### src/rtl/cmd_pkg.sv
// Shared opcode map, response codes, FSM state type and timer limits for cmd_dispatch.
// Timer limits switch between short simulation values and full silicon values.
package cmd_pkg;

    localparam logic [7:0] OP_AXIS0     = 8'h02;
    localparam logic [7:0] OP_AXIS1     = 8'h03;
    localparam logic [7:0] OP_AXIS2     = 8'h04;
    localparam logic [7:0] OP_THRST     = 8'h05;
    localparam logic [7:0] OP_CAL       = 8'h06;
    localparam logic [7:0] OP_LAND      = 8'h07;
    localparam logic [7:0] OP_OFF       = 8'h08;
    localparam logic [7:0] OP_PING      = 8'h09;
    localparam logic [7:0] OP_AXIS_BASE = 8'h20;

    localparam logic [7:0] RESP_ACK = 8'hA5;
    localparam logic [7:0] RESP_NAK = 8'h5A;

    localparam int TMR_W = 28;

    typedef enum logic [1:0] {
        ST_IDLE,
        ST_SPINUP,
        ST_CAL_WAIT,
        ST_RESP
    } state_t;

    function automatic logic [TMR_W-1:0] spinup_limit(input bit fast_sim);
        return fast_sim ? TMR_W'(511) : TMR_W'((1 << 26) - 1);
    endfunction

    function automatic logic [TMR_W-1:0] cal_limit(input bit fast_sim);
        return fast_sim ? TMR_W'(1023) : TMR_W'((1 << 27) - 1);
    endfunction

    function automatic logic [TMR_W-1:0] wdog_limit(input bit fast_sim);
        return fast_sim ? TMR_W'(4095) : TMR_W'((1 << 28) - 1);
    endfunction

    function automatic int land_div_cycles(input bit fast_sim, input int land_div);
        return fast_sim ? land_div : (1 << land_div);
    endfunction

endpackage

### src/rtl/cmd_dispatch_if.sv
// Command/response handshake between the UART command path (master) and the dispatcher (slave).
interface cmd_dispatch_if #(
    parameter int DATA_W = 16
);
    logic              cmd_rdy;
    logic [7:0]        cmd;
    logic [DATA_W-1:0] data;
    logic              clr_cmd_rdy;
    logic [7:0]        resp;
    logic              send_resp;

    modport master (
        output cmd_rdy, cmd, data,
        input  clr_cmd_rdy, resp, send_resp
    );

    modport slave (
        input  cmd_rdy, cmd, data,
        output clr_cmd_rdy, resp, send_resp
    );
endinterface

### src/rtl/land_ramp.sv
// Thrust register with a prescaled, saturating ramp-down used for emergency landing.
// done is high in the cycle where landing is active with thrust already at zero.
module land_ramp
    import cmd_pkg::*;
#(
    parameter bit FAST_SIM = 1'b1,
    parameter int THRST_W  = 9,
    parameter int LAND_DIV = 4
) (
    input  logic               clk,
    input  logic               rst,
    input  logic               load,
    input  logic [THRST_W-1:0] load_val,
    input  logic               start,
    input  logic               abort,
    output logic [THRST_W-1:0] thrst,
    output logic               landing,
    output logic               done
);
    localparam int DIV_N = land_div_cycles(FAST_SIM, LAND_DIV);
    localparam int DIV_W = (DIV_N > 1) ? $clog2(DIV_N) : 1;
    localparam logic [DIV_W-1:0] DIV_LAST = DIV_W'(DIV_N - 1);

    logic [THRST_W-1:0] thrst_reg;
    logic               landing_reg;
    logic [DIV_W-1:0]   div_reg;

    // abort beats a same-cycle decrement; zero thrust ends the ramp
    always_ff @(posedge clk) begin
        if (rst) begin
            thrst_reg   <= '0;
            landing_reg <= 1'b0;
            div_reg     <= '0;
        end else if (abort) begin
            thrst_reg   <= '0;
            landing_reg <= 1'b0;
            div_reg     <= '0;
        end else if (start) begin
            landing_reg <= 1'b1;
            div_reg     <= '0;
        end else if (load) begin
            thrst_reg <= load_val;
        end else if (landing_reg) begin
            if (thrst_reg == '0) begin
                landing_reg <= 1'b0;
            end else if (div_reg == DIV_LAST) begin
                div_reg   <= '0;
                thrst_reg <= thrst_reg - 1'b1;
            end else begin
                div_reg <= div_reg + 1'b1;
            end
        end
    end

    assign thrst   = thrst_reg;
    assign landing = landing_reg;
    assign done    = landing_reg && (thrst_reg == '0);
endmodule

### src/rtl/cmd_dispatch.sv
// Remote command interpreter: decodes opcodes into setpoints/thrust, sequences spin-up and
// inertial calibration, and adds calibration timeout, link-loss watchdog and emergency landing.
module cmd_dispatch
    import cmd_pkg::*;
#(
    parameter bit FAST_SIM = 1'b1,
    parameter int NUM_AXES = 3,
    parameter int DATA_W   = 16,
    parameter int THRST_W  = 9,
    parameter int LAND_DIV = 4
) (
    input  logic                       clk,
    input  logic                       rst,
    cmd_dispatch_if.slave              bus,
    input  logic                       cal_done,
    output logic [NUM_AXES*DATA_W-1:0] d_axis,
    output logic [THRST_W-1:0]         thrst,
    output logic                       strt_cal,
    output logic                       inertial_cal,
    output logic                       motors_off,
    output logic                       landing
);
    localparam int AX_W = (NUM_AXES > 1) ? $clog2(NUM_AXES) : 1;
    localparam logic [TMR_W-1:0] SPIN_LIM = spinup_limit(FAST_SIM);
    localparam logic [TMR_W-1:0] CAL_LIM  = cal_limit(FAST_SIM);
    localparam logic [TMR_W-1:0] WDOG_LIM = wdog_limit(FAST_SIM);

    state_t           state_reg;
    logic [7:0]       resp_reg;
    logic             send_resp_reg;
    logic             strt_cal_reg;
    logic             inertial_cal_reg;
    logic             motors_off_reg;
    logic [TMR_W-1:0] phase_reg;
    logic [TMR_W-1:0] wdog_reg;

    logic             axis_hit;
    logic [AX_W-1:0]  axis_idx;
    logic             is_thrst, is_cal, is_land, is_off, is_ping, op_valid;
    logic             idle_take, cmd_take;
    logic [7:0]       idle_resp;
    logic             land_load, land_start, land_abort, land_done, wdog_fire;
    logic             landing_int;

    // aliases 0x02..0x04 and 0x20+i only exist for axes that are actually built
    always_comb begin
        axis_hit = 1'b0;
        axis_idx = '0;
        if (bus.cmd == OP_AXIS0) begin
            axis_hit = 1'b1;
        end else if (bus.cmd == OP_AXIS1 && NUM_AXES >= 2) begin
            axis_hit = 1'b1;
            axis_idx = AX_W'(1);
        end else if (bus.cmd == OP_AXIS2 && NUM_AXES >= 3) begin
            axis_hit = 1'b1;
            axis_idx = AX_W'(2);
        end else if (bus.cmd[7:4] == OP_AXIS_BASE[7:4] && int'(bus.cmd[3:0]) < NUM_AXES) begin
            axis_hit = 1'b1;
            axis_idx = AX_W'(bus.cmd[3:0]);
        end
    end

    assign is_thrst = (bus.cmd == OP_THRST);
    assign is_cal   = (bus.cmd == OP_CAL);
    assign is_land  = (bus.cmd == OP_LAND);
    assign is_off   = (bus.cmd == OP_OFF);
    assign is_ping  = (bus.cmd == OP_PING);
    assign op_valid = axis_hit | is_thrst | is_cal | is_land | is_off | is_ping;

    // during spin-up/calibration only the motors-off opcode is consumed
    assign idle_take = bus.cmd_rdy && (state_reg == ST_IDLE);
    assign cmd_take  = idle_take || (bus.cmd_rdy && is_off &&
                       (state_reg == ST_SPINUP || state_reg == ST_CAL_WAIT));
    assign bus.clr_cmd_rdy = cmd_take;

    assign idle_resp  = (!op_valid || ((is_thrst || is_cal) && landing_int)) ? RESP_NAK : RESP_ACK;
    assign wdog_fire  = (wdog_reg == WDOG_LIM) && !motors_off_reg && !landing_int && !cmd_take;
    assign land_load  = idle_take && is_thrst && !landing_int;
    assign land_start = (idle_take && is_land) || wdog_fire;
    assign land_abort = cmd_take && is_off;

    land_ramp #(
        .FAST_SIM (FAST_SIM),
        .THRST_W  (THRST_W),
        .LAND_DIV (LAND_DIV)
    ) u_land_ramp (
        .clk      (clk),
        .rst      (rst),
        .load     (land_load),
        .load_val (bus.data[THRST_W-1:0]),
        .start    (land_start),
        .abort    (land_abort),
        .thrst    (thrst),
        .landing  (landing_int),
        .done     (land_done)
    );

    genvar gi;
    generate
        for (gi = 0; gi < NUM_AXES; gi++) begin : g_axis
            logic [DATA_W-1:0] axis_reg;
            always_ff @(posedge clk) begin
                if (rst || land_start) begin
                    axis_reg <= '0;
                end else if (idle_take && axis_hit && axis_idx == AX_W'(gi)) begin
                    axis_reg <= bus.data;
                end
            end
            assign d_axis[gi*DATA_W +: DATA_W] = axis_reg;
        end
    endgenerate

    always_ff @(posedge clk) begin
        if (rst) begin
            state_reg        <= ST_IDLE;
            resp_reg         <= RESP_ACK;
            send_resp_reg    <= 1'b0;
            strt_cal_reg     <= 1'b0;
            inertial_cal_reg <= 1'b0;
            motors_off_reg   <= 1'b1;
            phase_reg        <= '0;
            wdog_reg         <= '0;
        end else begin
            send_resp_reg <= 1'b0;
            strt_cal_reg  <= 1'b0;
            if (land_done) motors_off_reg <= 1'b1;

            if (cmd_take || motors_off_reg) wdog_reg <= '0;
            else if (wdog_reg != WDOG_LIM) wdog_reg <= wdog_reg + 1'b1;

            case (state_reg)
                ST_IDLE: begin
                    if (idle_take) begin
                        // a granted calibrate answers only once calibration ends
                        if (is_cal && !landing_int) begin
                            state_reg        <= ST_SPINUP;
                            inertial_cal_reg <= 1'b1;
                            motors_off_reg   <= 1'b0;
                            phase_reg        <= '0;
                        end else begin
                            state_reg     <= ST_RESP;
                            resp_reg      <= idle_resp;
                            send_resp_reg <= 1'b1;
                            if (is_off) motors_off_reg <= 1'b1;
                        end
                    end
                end
                ST_SPINUP, ST_CAL_WAIT: begin
                    if (cmd_take) begin
                        state_reg        <= ST_RESP;
                        resp_reg         <= RESP_ACK;
                        send_resp_reg    <= 1'b1;
                        motors_off_reg   <= 1'b1;
                        inertial_cal_reg <= 1'b0;
                    end else if (state_reg == ST_SPINUP) begin
                        if (phase_reg == SPIN_LIM) begin
                            state_reg    <= ST_CAL_WAIT;
                            strt_cal_reg <= 1'b1;
                            phase_reg    <= '0;
                        end else begin
                            phase_reg <= phase_reg + 1'b1;
                        end
                    end else if (cal_done) begin
                        state_reg        <= ST_RESP;
                        resp_reg         <= RESP_ACK;
                        send_resp_reg    <= 1'b1;
                        inertial_cal_reg <= 1'b0;
                    end else if (phase_reg == CAL_LIM) begin
                        state_reg        <= ST_RESP;
                        resp_reg         <= RESP_NAK;
                        send_resp_reg    <= 1'b1;
                        inertial_cal_reg <= 1'b0;
                        motors_off_reg   <= 1'b1;
                    end else begin
                        phase_reg <= phase_reg + 1'b1;
                    end
                end
                ST_RESP: state_reg <= ST_IDLE;
                default: state_reg <= ST_IDLE;
            endcase
        end
    end

    assign bus.resp      = resp_reg;
    assign bus.send_resp = send_resp_reg;
    assign strt_cal      = strt_cal_reg;
    assign inertial_cal  = inertial_cal_reg;
    assign motors_off    = motors_off_reg;
    assign landing       = landing_int;
endmodule

### src/flat_wrapper.sv
// flat-port wrapper written by rule: the top's interface ports become plain ports
module cmd_dispatch_flat import cmd_pkg::*;
#(
    parameter bit FAST_SIM = 1'b1,
    parameter int NUM_AXES = 3,
    parameter int DATA_W   = 16,
    parameter int THRST_W  = 9,
    parameter int LAND_DIV = 4
)
  (clk, rst, cal_done, d_axis, thrst, strt_cal, inertial_cal, motors_off, landing, bus_cmd_rdy, bus_cmd, bus_data, bus_clr_cmd_rdy, bus_resp, bus_send_resp);
  cmd_dispatch_if #(.DATA_W(DATA_W)) bus_i ();
  input  logic clk;
  input  logic rst;
  input  logic cal_done;
  output logic [NUM_AXES*DATA_W-1:0] d_axis;
  output logic [THRST_W-1:0] thrst;
  output logic strt_cal;
  output logic inertial_cal;
  output logic motors_off;
  output logic landing;
  input wire logic [$bits(bus_i.cmd_rdy)-1:0] bus_cmd_rdy;
  input wire logic [$bits(bus_i.cmd)-1:0] bus_cmd;
  input wire logic [$bits(bus_i.data)-1:0] bus_data;
  output wire logic [$bits(bus_i.clr_cmd_rdy)-1:0] bus_clr_cmd_rdy;
  output wire logic [$bits(bus_i.resp)-1:0] bus_resp;
  output wire logic [$bits(bus_i.send_resp)-1:0] bus_send_resp;
  assign bus_i.cmd_rdy = bus_cmd_rdy;
  assign bus_i.cmd = bus_cmd;
  assign bus_i.data = bus_data;
  assign bus_clr_cmd_rdy = bus_i.clr_cmd_rdy;
  assign bus_resp = bus_i.resp;
  assign bus_send_resp = bus_i.send_resp;
  cmd_dispatch #(.FAST_SIM(FAST_SIM), .NUM_AXES(NUM_AXES), .DATA_W(DATA_W), .THRST_W(THRST_W), .LAND_DIV(LAND_DIV)) u_core (.clk(clk), .rst(rst), .bus(bus_i), .cal_done(cal_done), .d_axis(d_axis), .thrst(thrst), .strt_cal(strt_cal), .inertial_cal(inertial_cal), .motors_off(motors_off), .landing(landing));
endmodule
### config.mk
export PLATFORM = sky130hd
export DESIGN_NAME = cmd_dispatch_flat
export DESIGN_NICKNAME = d
export VERILOG_FILES = /design/src/rtl/cmd_pkg.sv /design/src/rtl/cmd_dispatch_if.sv /design/src/rtl/land_ramp.sv /design/src/rtl/cmd_dispatch.sv /design/src/flat_wrapper.sv
export SDC_FILE = /design/constraint.sdc
export NUM_CORES = 1
export LEC_CHECK = 0
export BUFFER_PORTS_ARGS = -buffer_cell sky130_fd_sc_hd__buf_4
export CORE_MARGIN = 10
export CORE_UTILIZATION = 48
export DETAILED_ROUTE_END_ITERATION = 10
export PLACE_DENSITY = 0.69
export RECOVER_POWER = 25
export SETUP_SLACK_MARGIN = 0.3
export SLEW_MARGIN = 20
export SYNTH_ARGS = -nofsm -noshare
export SYNTH_HDL_FRONTEND = slang
export SYNTH_SLANG_ARGS = --single-unit
### constraint.sdc
create_clock -name clk -period 3.5 [get_ports clk]
set_input_delay 0.175 -clock clk [delete_from_list [all_inputs] [get_ports clk]]
set_output_delay 0.175 -clock clk [all_outputs]
set_load 0.01 [all_outputs]
==> flow_metrics.py <==
metrics = {
    "synth": {
        "post_synth_xor_area_fraction_pct": 3.76,
        "synth_warnings": 0,
        "muxShareOfSynthArea_pct": 8.00,
        "synth_common_cells": "dfxtp_1 (124), nor2_1 (101), mux2i_1 (48)",
        "yosysMostFrequentCell": "dfxtp_1",
        "synth.area.top_cells": "dfxtp_1 (39%), mux2i_1 (7.6%), nor2_1 (6.0%), nand4_1 (2.9%), a21oi_1 (2.5%)",
        "synth.net_count": 774,
        "netlist.top_cell.by_area": "dfxtp_1",
        "ys_seq_area_share_pct": 39.5,
        "main_combinational_cell_family_by_area_after_synthesis": "simple AND/OR/NAND/NOR gates",
        "synth.ff_latch_count": 124,
        "synthDistinctLibCells": 66,
        "synth_async_sr_flop_share_pct": 0,
        "postSynthCellCount": 737,
        "synth_top_area_share_pct": 39.5,
        "avgSynthCellArea_um2": 8.53,
        "most_common_flop_cell_mapped_by_yosys": "dfxtp_1",
        "synth_simple_gate_area_share_pct": 25.7,
        "synthAdderAreaFrac_pct": 1.95,
        "synth_edf_count": 0,
        "mappedNetlistArea_um2": 6290,
        "synth_compound_area_share_pct": 15.8,
    },
    "critical_path": {
        "timing.critical_path.from_type": "flip-flop",
        "critical_path_peak_fanout": 22,
        "worst-endpoint-required_ps": 3840,
        "crit_type": "flip-flop to flip-flop",
        "critical_path.endpoint_type": "flip-flop",
        "critPathArrivalTime_ps": 3290,
        "slowest_stage": "a2111o_1",
        "path_cells": "inv_1, ha_1, buf_4, inv_1, a21oi_1, a2111o_1, buf_4, or3_1, a21oi_1",
        "critPathMaxStageDelay_ps": 610,
    },
    "floorplanning": {
        "num_rows": 41,
        "floorplan.initialDensity_pct": 49.4,
        "fp.dieH_um": 134,
        "floorplan.io_pins": 99,
        "core_area_um2": 12700,
        "die_w_um": 134,
        "die_area_um2": 18100,
    },
    "power_and_ir_drop": {
        "swShare_pct": 31.6,
        "clock_power_share_pct": 40.9,
        "sequentialPowerShare_pct": 35.4,
        "leak_nw": 2.64,
        "p_switching_mw": 1.35,
        "ir_worst_vdd_v": 0.000367,
        "p_int_mw": 2.92,
        "combinationalPowerShare_pct": 23.7,
        "power_density_nw_per_um2": 566,
    },
    "drt": {
        "routed-via-count": 5861,
        "avgViaCountPerCell": 5.83,
        "detail_route.iter0.violations": 505,
        "post_drt_wl_per_cell_um": 17.0,
        "antenna_violating_nets_post_route": 0,
        "finalWirelength_mm": 17.1,
        "first_pass_iters": 5,
        "drc_errors": 0,
    },
    "clock_tree": {
        "clkSlewWorstSetupHoldPaths_ps": 60,
        "postCtsSetupRepairBufs": 0,
        "tritoncts_num_sinks": 124,
        "tritoncts.num_buffers": 17,
        "cts_tree": "built",
        "clk_path_buf_depth": 2,
        "clockRootBuffer": "clkbuf_16",
        "ctsResizeCount": 0,
        "clock_latency_ps": 420,
        "htree_levels": 4,
    },
    "status": {
        "status": "finished clean",
    },
    "grt": {
        "grt_max_degree": 51,
        "globalRouteTotalUtil_pct": 18.9,
        "first_pass_grt_wire_length_mm": 28.6,
        "gr-total-overflow": 0,
        "grt_pass1_vias": 5706,
        "grt_antenna_before_repair": 0,
    },
    "finish": {
        "fillers": 1194,
        "final_cell_count_no_fill": 1005,
        "antenna-diode-count": 0,
        "max_reg_flops": 48,
        "nets": 857,
        "area_delta_synth_final_pct": 19.8,
        "share_of_post_route_cells_with_drive_strength_above_1_pct": 13.9,
    },
    "place": {
        "routabilityCongestion": 0.881,
        "dpl.cell_count": 972,
        "io_buffer_count": 98,
        "detailedPlacementHpwl_mm": 12.1,
    },
    "sta": {
        "final.period_utilization_pct": 84.2,
        "rsz0062_at_grt": "false",
        "worst-slew-pin-transition_ps": 1000,
        "final.setup_skew_ps": 7.69,
        "timing.final.max_slew_violations": 0,
        "setup_tns_ps": 0,
        "final.min_clock_period_ps": 2950,
        "finalSetupViolCount": 0,
        "fmaxAchievable_mhz": 339,
        "hold_viol": 0,
        "worst_slew_margin_rel_pct": 33.2,
    },
    "worst_hold_path": {
        "min-delay-path-class": "input pin to flip-flop",
    },
    "job": {
        "max_cap_viol_count": 0,
    },
}
-- layout make-up --
class                   count  area, µm²  area share [%]
multi-input cells         535       3470            46.0
flip-flops and latches    124       2480            32.9
repair buffers            114        678            9.00
inverters                  28        105            1.39
clock inverters            12        139            1.84
clock buffers              20        447            5.93
well taps                 172        215            2.86
-- metal layers --
| layer | part of all wire [%] | track usage [%] | wire length, µm | vias up |
|---|---|---|---|---|
| li1 | - | - | - | 2875 |
| met1 | 44 | 22.8 | 7490 | 2802 |
| met2 | 48 | 30.9 | 8310 | 163 |
| met3 | 6.7 | 6.57 | 1150 | 21 |
| met4 | 1.0 | 5.74 | 178 | 0 |
| met5 | 0 | 0 | 0 | - |
-- per-stage QoR --
step           util (%)  worst slack [ps]  total power [mW]  hold slack [ps]  area (µm²)
3_5_place_dp       56.0               592              2.55              436        7120
6_report           59.2               554              4.27             13.6        7530
3_3_place_gp       56.0               738              2.52              425        7120
4_1_cts            60.6               579              4.28             2.07        7710
5_1_grt            59.2               339              4.46             14.7        7530
2_1_floorplan         -              1040              2.26              319        6290
-- cell usage in the layout, fill, tap and decap left out, types with 6 or more instances in the layout --
master     Yosys  final
dfxtp_1      124    124
nor2_1       101    101
buf_4          8     65
clkbuf_1      28     50
mux2i_1       48     48
nand2_1       42     42
a21oi_1       32     32
nand4_1       29     29
nand3_1       29     29
inv_1         27     27
nor4_1        19     19
a211oi_1      18     18
nor3_1        17     17
o21ai_0       17     17
clkbuf_16      0     17
xnor2_1       15     15
o32ai_1       14     14
or4_1         13     13
or3_1         12     12
xor2_1        12     12
ha_1           9      9
and4_1         8      8
and3_1         7      7
o31ai_1        7      7
nand2b_1       7      7
o211ai_1       6      6
or2_2          6      6
a41oi_1        6      6
-- critical path, delay by kind of cell, from the launching register on --
family          cells  cell delay, ps
compound gates      3             850
buf+inv             4             770
flops               1             460
fa+ha+maj           1             410
simple gates        1             350
-- repair_timing --
action	4_1_cts	5_1_grt
endpoints found under the setup margin	0	0
endpoints found under the hold margin	1	0
hold buffers	1	0
-- power by group through the flow --
stage	clock network, mW	registers, mW	logic (mW)
after detailed placement	0	1.54	1.01
after floorplan	0	1.54	0.725
after global routing	1.83	1.52	1.11
after global placement	0	1.53	0.985
after CTS	1.76	1.51	1.01
final	1.75	1.51	1.01
-- logic make-up after synthesis --
kind of cell    Yosys count
simple gates            312
compound gates          136
flops                   124
buf+inv                  78
mux                      50
xor+xnor                 27
fa+ha+maj                10
-- final timing paths --
check | start | to | slack (ps) | depth (start not counted)
hold reg to reg | u_core.g_axis[2].axis_reg[8]$_SDFFE_PP0P_ | u_core.g_axis[2].axis_reg[8]$_SDFFE_PP0P_ | 470 | 2
setup reg to reg | u_core.state_reg[0]$_SDFFE_PP0P_ | u_core.phase_reg[20]$_SDFFE_PP0P_ | 550 | 9
setup / recovery | u_core.state_reg[0]$_SDFFE_PP0P_ | u_core.phase_reg[20]$_SDFFE_PP0P_ | 550 | 9
hold / removal | bus_data[15] | u_core.g_axis[2].axis_reg[15]$_SDFFE_PP0P_ | 10 | 3
No activity file was read; power rests on OpenSTA's default activity.
